**config.mk**
```make
export PLATFORM = sky130hd
export DESIGN_NAME = alu_mc_flat
export DESIGN_NICKNAME = d
export VERILOG_FILES = /design/src/rtl/alu_mc_if.sv /design/src/rtl/alu_mc.sv /design/src/flat_wrapper.sv
export SDC_FILE = /design/constraint.sdc
export NUM_CORES = 1
export LEC_CHECK = 0
export BUFFER_PORTS_ARGS = -buffer_cell sky130_fd_sc_hd__buf_2
export CAP_MARGIN = 25
export CORE_AREA = 2 2 185 187
export CTS_CLUSTER_SIZE = 25
export DETAILED_ROUTE_END_ITERATION = 10
export DIE_AREA = 0 0 187 189
export GPL_ROUTABILITY_DRIVEN = 0
export PLACE_DENSITY = 0.63
export SETUP_SLACK_MARGIN = 0.5
export SYNTH_ARGS = -nofsm -noshare
export SYNTH_HDL_FRONTEND = slang
export SYNTH_SLANG_ARGS = --single-unit
```
**constraint.sdc**
```tcl
create_clock -name clk -period 5.5 [get_ports clk]
set_clock_uncertainty 0.1 [all_clocks]
set_input_delay 0.825 -clock clk [delete_from_list [all_inputs] [get_ports clk]]
set_output_delay 0.825 -clock clk [all_outputs]
set_load 0.01 [all_outputs]
```
**src/rtl/alu_mc_if.sv**
```systemverilog
// alu_mc request/result bus: request side (start/ctl/a/b) and result side
// (ready/valid/out/zero/ovf) grouped for the multi-cycle ALU.
interface alu_mc_if #(
  parameter int unsigned WIDTH = 32
) ();
  logic             start;
  logic [3:0]       ctl;
  logic [WIDTH-1:0] a;
  logic [WIDTH-1:0] b;
  logic             ready;
  logic             valid;
  logic [WIDTH-1:0] out;
  logic             zero;
  logic             ovf;

  modport master (
    output start, ctl, a, b,
    input  ready, valid, out, zero, ovf
  );

  modport slave (
    input  start, ctl, a, b,
    output ready, valid, out, zero, ovf
  );
endinterface

```
**src/rtl/alu_mc.sv**
```systemverilog
// alu_mc: multi-cycle ALU. Single-cycle logic/arith ops, shift-add multiply
// (WIDTH cycles) and, when ALU_MC_DIV_EN is defined, a restoring divider
// (WIDTH cycles) for divu/remu. All outputs are registered.
module alu_mc #(
  parameter int unsigned WIDTH = 32
) (
  input  logic   clk,
  input  logic   rst_n,
  alu_mc_if.slave bus
);

  localparam int unsigned CW  = $clog2(WIDTH + 1);
  localparam int unsigned MSB = WIDTH - 1;

  localparam logic [1:0] IDLE = 2'd0;
  localparam logic [1:0] MUL  = 2'd1;
`ifdef ALU_MC_DIV_EN
  localparam logic [1:0] DIV  = 2'd2;
`endif
  localparam logic [1:0] DONE = 2'd3;

  localparam logic [3:0] OP_AND  = 4'd0;
  localparam logic [3:0] OP_OR   = 4'd1;
  localparam logic [3:0] OP_ADD  = 4'd2;
  localparam logic [3:0] OP_SLTU = 4'd3;
  localparam logic [3:0] OP_SUB  = 4'd6;
  localparam logic [3:0] OP_SLT  = 4'd7;
  localparam logic [3:0] OP_MUL  = 4'd8;
`ifdef ALU_MC_DIV_EN
  localparam logic [3:0] OP_DIVU = 4'd10;
  localparam logic [3:0] OP_REMU = 4'd11;
`endif
  localparam logic [3:0] OP_NOR  = 4'd12;
  localparam logic [3:0] OP_XOR  = 4'd13;

  logic [1:0]       state_q, state_d;
  logic [WIDTH-1:0] x_q, x_d;      // multiplicand / dividend-quotient
  logic [WIDTH-1:0] y_q, y_d;      // multiplier / divisor
  logic [WIDTH-1:0] acc_q, acc_d;  // product / partial remainder
  logic [CW-1:0]    cnt_q, cnt_d;
  logic [WIDTH-1:0] out_q, out_d;
  logic             zero_q, zero_d;
  logic             ovf_q, ovf_d;
  logic             ready_q, ready_d;
  logic             valid_q, valid_d;
`ifdef ALU_MC_DIV_EN
  logic             rem_q, rem_d;
  logic [WIDTH:0]   r_shift_c, r_diff_c;
  logic             r_ok_c;
  logic [WIDTH-1:0] rem_nx_c, quo_nx_c, div_res_c;
`endif

  logic [WIDTH-1:0] sum_c, dif_c, alu_res_c, mul_acc_c;
  logic             add_ovf_c, sub_ovf_c, alu_ovf_c, accept_c;

  assign bus.ready = ready_q;
  assign bus.valid = valid_q;
  assign bus.out   = out_q;
  assign bus.zero  = zero_q;
  assign bus.ovf   = ovf_q;

  // Single-cycle operations, including the overflow-correct signed compare
  always_comb begin
    sum_c     = bus.a + bus.b;
    dif_c     = bus.a - bus.b;
    add_ovf_c = (bus.a[MSB] == bus.b[MSB]) && (sum_c[MSB] != bus.a[MSB]);
    sub_ovf_c = (bus.a[MSB] != bus.b[MSB]) && (dif_c[MSB] != bus.a[MSB]);
    alu_res_c = '0;
    alu_ovf_c = 1'b0;
    case (bus.ctl)
      OP_ADD:  begin alu_res_c = sum_c; alu_ovf_c = add_ovf_c; end
      OP_SUB:  begin alu_res_c = dif_c; alu_ovf_c = sub_ovf_c; end
      OP_AND:  alu_res_c = bus.a & bus.b;
      OP_OR:   alu_res_c = bus.a | bus.b;
      OP_NOR:  alu_res_c = ~(bus.a | bus.b);
      OP_XOR:  alu_res_c = bus.a ^ bus.b;
      OP_SLT:  alu_res_c = WIDTH'(dif_c[MSB] ^ sub_ovf_c);
      OP_SLTU: alu_res_c = WIDTH'(bus.a < bus.b);
      default: alu_res_c = '0;
    endcase
  end

`ifdef ALU_MC_DIV_EN
  // One restoring-division step; a zero divisor naturally yields all-ones / a
  always_comb begin
    r_shift_c = {acc_q, x_q[MSB]};
    r_diff_c  = r_shift_c - {1'b0, y_q};
    r_ok_c    = ~r_diff_c[WIDTH];
    rem_nx_c  = r_ok_c ? r_diff_c[WIDTH-1:0] : r_shift_c[WIDTH-1:0];
    quo_nx_c  = {x_q[WIDTH-2:0], r_ok_c};
    div_res_c = rem_q ? rem_nx_c : quo_nx_c;
  end
`endif

  // Next-state and datapath control
  always_comb begin
    state_d   = state_q;
    x_d       = x_q;
    y_d       = y_q;
    acc_d     = acc_q;
    cnt_d     = cnt_q;
    out_d     = out_q;
    zero_d    = zero_q;
    ovf_d     = ovf_q;
`ifdef ALU_MC_DIV_EN
    rem_d     = rem_q;
`endif
    accept_c  = ready_q & bus.start;
    mul_acc_c = acc_q + (y_q[0] ? x_q : '0);

    case (state_q)
      MUL: begin
        acc_d = mul_acc_c;
        x_d   = x_q << 1;
        y_d   = y_q >> 1;
        cnt_d = cnt_q - CW'(1);
        if (cnt_q == CW'(0)) begin
          state_d = DONE;
          out_d   = mul_acc_c;
          zero_d  = (mul_acc_c == '0);
          ovf_d   = 1'b0;
        end
      end
`ifdef ALU_MC_DIV_EN
      DIV: begin
        acc_d = rem_nx_c;
        x_d   = quo_nx_c;
        cnt_d = cnt_q - CW'(1);
        if (cnt_q == CW'(0)) begin
          state_d = DONE;
          out_d   = div_res_c;
          zero_d  = (div_res_c == '0);
          ovf_d   = 1'b0;
        end
      end
`endif
      IDLE, DONE: begin
        state_d = IDLE;
        if (accept_c) begin
          case (bus.ctl)
            OP_MUL: begin
              state_d = MUL;
              x_d     = bus.a;
              y_d     = bus.b;
              acc_d   = '0;
              cnt_d   = CW'(WIDTH - 1);
            end
`ifdef ALU_MC_DIV_EN
            OP_DIVU, OP_REMU: begin
              state_d = DIV;
              x_d     = bus.a;
              y_d     = bus.b;
              acc_d   = '0;
              cnt_d   = CW'(WIDTH - 1);
              rem_d   = (bus.ctl == OP_REMU);
            end
`endif
            default: begin
              state_d = DONE;
              out_d   = alu_res_c;
              zero_d  = (alu_res_c == '0);
              ovf_d   = alu_ovf_c;
            end
          endcase
        end
      end
      default: state_d = IDLE;
    endcase

    ready_d = (state_d == IDLE) || (state_d == DONE);
    valid_d = (state_d == DONE);
  end

  // State and output registers
  always_ff @(posedge clk or negedge rst_n) begin
    if (!rst_n) begin
      state_q <= IDLE;
      x_q     <= '0;
      y_q     <= '0;
      acc_q   <= '0;
      cnt_q   <= '0;
      out_q   <= '0;
      zero_q  <= 1'b1;
      ovf_q   <= 1'b0;
      ready_q <= 1'b1;
      valid_q <= 1'b0;
`ifdef ALU_MC_DIV_EN
      rem_q   <= 1'b0;
`endif
    end else begin
      state_q <= state_d;
      x_q     <= x_d;
      y_q     <= y_d;
      acc_q   <= acc_d;
      cnt_q   <= cnt_d;
      out_q   <= out_d;
      zero_q  <= zero_d;
      ovf_q   <= ovf_d;
      ready_q <= ready_d;
      valid_q <= valid_d;
`ifdef ALU_MC_DIV_EN
      rem_q   <= rem_d;
`endif
    end
  end

endmodule

```
**src/flat_wrapper.sv**
```systemverilog
// flat-port wrapper written by rule: the top's interface ports become plain ports
module alu_mc_flat 
#(
  parameter int unsigned WIDTH = 32
)
  (clk, rst_n, bus_start, bus_ctl, bus_a, bus_b, bus_ready, bus_valid, bus_out, bus_zero, bus_ovf);
  alu_mc_if #(.WIDTH(WIDTH)) bus_i ();
  input  logic clk;
  input  logic rst_n;
  input wire logic [$bits(bus_i.start)-1:0] bus_start;
  input wire logic [$bits(bus_i.ctl)-1:0] bus_ctl;
  input wire logic [$bits(bus_i.a)-1:0] bus_a;
  input wire logic [$bits(bus_i.b)-1:0] bus_b;
  output wire logic [$bits(bus_i.ready)-1:0] bus_ready;
  output wire logic [$bits(bus_i.valid)-1:0] bus_valid;
  output wire logic [$bits(bus_i.out)-1:0] bus_out;
  output wire logic [$bits(bus_i.zero)-1:0] bus_zero;
  output wire logic [$bits(bus_i.ovf)-1:0] bus_ovf;
  assign bus_i.start = bus_start;
  assign bus_i.ctl = bus_ctl;
  assign bus_i.a = bus_a;
  assign bus_i.b = bus_b;
  assign bus_ready = bus_i.ready;
  assign bus_valid = bus_i.valid;
  assign bus_out = bus_i.out;
  assign bus_zero = bus_i.zero;
  assign bus_ovf = bus_i.ovf;
  alu_mc #(.WIDTH(WIDTH)) u_core (.clk(clk), .rst_n(rst_n), .bus(bus_i));
endmodule
```
==> summary.txt <==
Status: complete, no violations
Die Ht: 189 um
CTS tree: done
R2r worst-path depth: 15
Clock Latency Late Sink: 0.45 ns
Syn_nets: 1953
Initial Util: 0.415
I/O pin cnt: 107
Yosys cell types: 89
Root Driver: clkbuf_16
Dpl cell area: 14900 um^2
Area share of the largest cell type after synthesis: 0.250
VDD IR max: 0.000352 V
Initial drt markers: 1735
Antenna violations before repair: 3
Vias in the first global route: 13000
Cells after Synth: 1732
DR vias/cell: 6.08
Sequential group share of total power: 0.225
Post-route minimum period: 4.80 ns
Final WL: 46.9 mm
Area leader, netlist: dfrtp_1
R2r endpoint: u_core.bus.zero
Sw Ratio: 0.491
Endpoints failing hold: 0
Worst slew margin: 0.398
Combinational fraction of design power: 0.630
RSZ-0062 raised after global routing: true
Pleak: 0.00721 uW
Nets: 2013
Max Buffers Root-to-Sink: 2
Max_cap viols: 0
Share of cells above drive strength 1: 0.126
Hpwl dp: 35.7 mm
Pwr dens: 549 nW/um^2
Number of diodes: 0
# setup viols final: 0
H-tree level count: 4
Worst setup EP type: register
Pre-antenna DRT Iters: 6
Critical path launch point type: input pin
Post-synth EDFFs: 0
Power Internal: 4340 uW
Row cnt: 67
Area delta synth->final: 12.5%
Buffers added on ports: 106
Final Cycle Share: 0.873
Clk pin slew, worst setup/hold paths: 0.06 ns
Full die area: 35300 um^2
Hold Path Class: input pin to asynchronous set/reset pin
Postcts setup bufs: 0
Setup tns final: 0 ns
Worst hold slack: 0.265 ns
Largest fanout on the critical path: 4
Ys async rst share: 1.00
CTS buffer count: 17
Largest net degree at the start of global routing: 125
Highest Clock Rate: 208 MHz
Synth Register Bits: 140
Final ANT Viol Nets: 0
Worst r2r src: u_core.x_q[0]
Chip width: 187 um
Synth Flop Type: dfrtp_1
Design area: 15500 um^2
Global Route Usage Sum: 0.262
Via count: 13700
Reg-to-reg setup timing slack: 1.08 ns
Post-synthesis sequential area ratio: 0.254
DRC violations left: 0
Top cells by area, synth: dfrtp_1, ha_1, a21oi_1, mux2i_1, nor2_1
First-pass GRT wire length: 73.2 mm
Core area: 33300 um^2
Worst slew pin tran: 0.902 ns
Synth Warn #: 0
Total gr overflow: 0
Worst Path Class, Setup: input pin to register
Clk sinks: 140
WL/cell: 20.8 um
Switch Pwr: 4190 uW
Clock power frac: 0.145
Slew Viols, Final: 0
Req. time, crit path: 5.78 ns
Mean Syn Cell Area: 7.97 um^2
Critical path arrival: 5.08 ns
Mapped cell area: 13800 um^2
==> how the worst max path moves through the flow <==
| stage | from | endpoint | slack (ns) | depth (start not counted) |
|---|---|---|---|---|
| 3_5_place_dp | bus_a[1] | u_core.bus.zero | 0.19 | 23 |
| 2_1_floorplan | bus_b[1] | u_core.bus.zero | 0.92 | 22 |
| 3_3_place_gp | bus_b[2] | u_core.bus.zero | 0.26 | 23 |
| 5_1_grt | bus_b[12] | u_core.bus.zero | 0.35 | 24 |
| 4_1_cts | bus_a[1] | u_core.bus.zero | 0.63 | 23 |
| 6_report | bus_b[12] | u_core.bus.zero | 0.70 | 24 |
==> sequential cells by signal, summed over array words and instances (netlist names) <==
signal and flops:
u_core.bus.ready 1, u_core.x_q 32, u_core.bus.zero 1, u_core.y_q 32, u_core.cnt_q 6, u_core.state_q 2, u_core.acc_q 32, u_core.bus.ovf 1
u_core.bus.valid 1, u_core.bus.out 32
==> synth_stat cells, types with 21 or more instances <==
library cell and number:
mux2i_1 73, nor4_1 23, nand2_1 131, a211oi_1 22, dfrtp_1 138, ha_1 146, nor2_1 172, o211ai_1 26
nor3_1 30, a22o_1 23, a21oi_1 177, and2_1 37, clkbuf_1 83, nand3_1 23, inv_1 113, o21ai_0 100
a21o_1 30, xnor2_1 28, o31ai_1 21
==> layout make-up <==
cell class / instances / area (um^2)
Inverter: 117 / 439
Clock inverter: 10 / 139
Clock buffer: 21 / 470
Timing Repair Buffer: 146 / 857
Fill cell: 3282 / 17700
Multi-Input combinational cell: 1370 / 9570
Sequential cell: 140 / 3510
Tap cell: 448 / 561
==> layout by cell type (no fill, tap or decap), types with 28 or more instances in the layout <==
master	count
nor2_1	171
xnor2_1	28
a21oi_1	177
and2_1	37
o21ai_0	100
inv_1	113
mux2i_1	73
buf_4	38
a21o_1	30
ha_1	144
nand2_1	131
buf_2	105
dfrtp_1	138
nor3_1	28
==> power groups by stage <==
stage	combinational [uW]	clock (uW)	sequential, uW
CTS	5330	1250	1910
global placement	5180	0	1910
detailed placement	5310	0	1930
global route	5930	1300	1970
floorplan	3940	0	1830
finish	5380	1230	1920
==> cell families (layout without fill, tap and decap cells) <==
kind of cell | after synthesis | count (layout) | share of synthesized area
AOI/OAI and AO/OA | 581 | 581 | 0.281
xor gates and xnor gates | 41 | 41 | 0.0260
adders and majority gates | 150 | 150 | 0.138
buffers and inverters | 222 | 294 | 0.0613
DFF | 140 | 140 | 0.254
muxes | 78 | 78 | 0.0570
and+or+nand+nor | 520 | 520 | 0.183
==> per-layer routing <==
metal	up-vias	routed length [um]	track usage	share of wire
met5	-	0	0	0
met3	130	4150	0.0541	0.088
met4	0	1610	0.0974	0.034
li1	6451	-	-	-
met1	6462	20600	0.357	0.44
met2	660	20500	0.410	0.44
==> per-stage QoR <==
step | cells | util | setup WS (ns) | total power, uW
after global placement | 2220 | 0.447 | 0.261 | 7090
after detailed placement | 2221 | 0.447 | 0.186 | 7240
final | 2252 | 0.467 | 0.697 | 8530
after global routing | 2252 | 0.467 | 0.351 | 9200
after floorplan | 1732 | - | 0.920 | 5770
after CTS | 2252 | 0.466 | 0.628 | 8500
==> critical path, cell delays in order <==
cell	delay, ns
buf_2	0.11
inv_1	0.06
ha_1	0.30
or3_1	0.46
nand2b_1	0.21
nor2_1	0.11
nand4_1	0.11
and3_1	0.27
o31ai_4	0.28
a21boi_1	0.11
and2_1	0.16
o21ai_0	0.14
a21oi_1	0.10
o21bai_1	0.18
fa_1	0.19
o2bb2ai_1	0.07
a32oi_1	0.13
o21ai_0	0.17
a41o_1	0.30
o41ai_2	0.07
inv_1	0.09
nor4_2	0.28
nand4_1	0.14
o211ai_2	0.20
==> timing repair <==
item                                    4_1_cts  5_1_grt
hold buffers                                  0        0
endpoints found under the setup margin        0        2
resized for setup                             0        8
No activity file was read; power rests on OpenSTA's default activity.
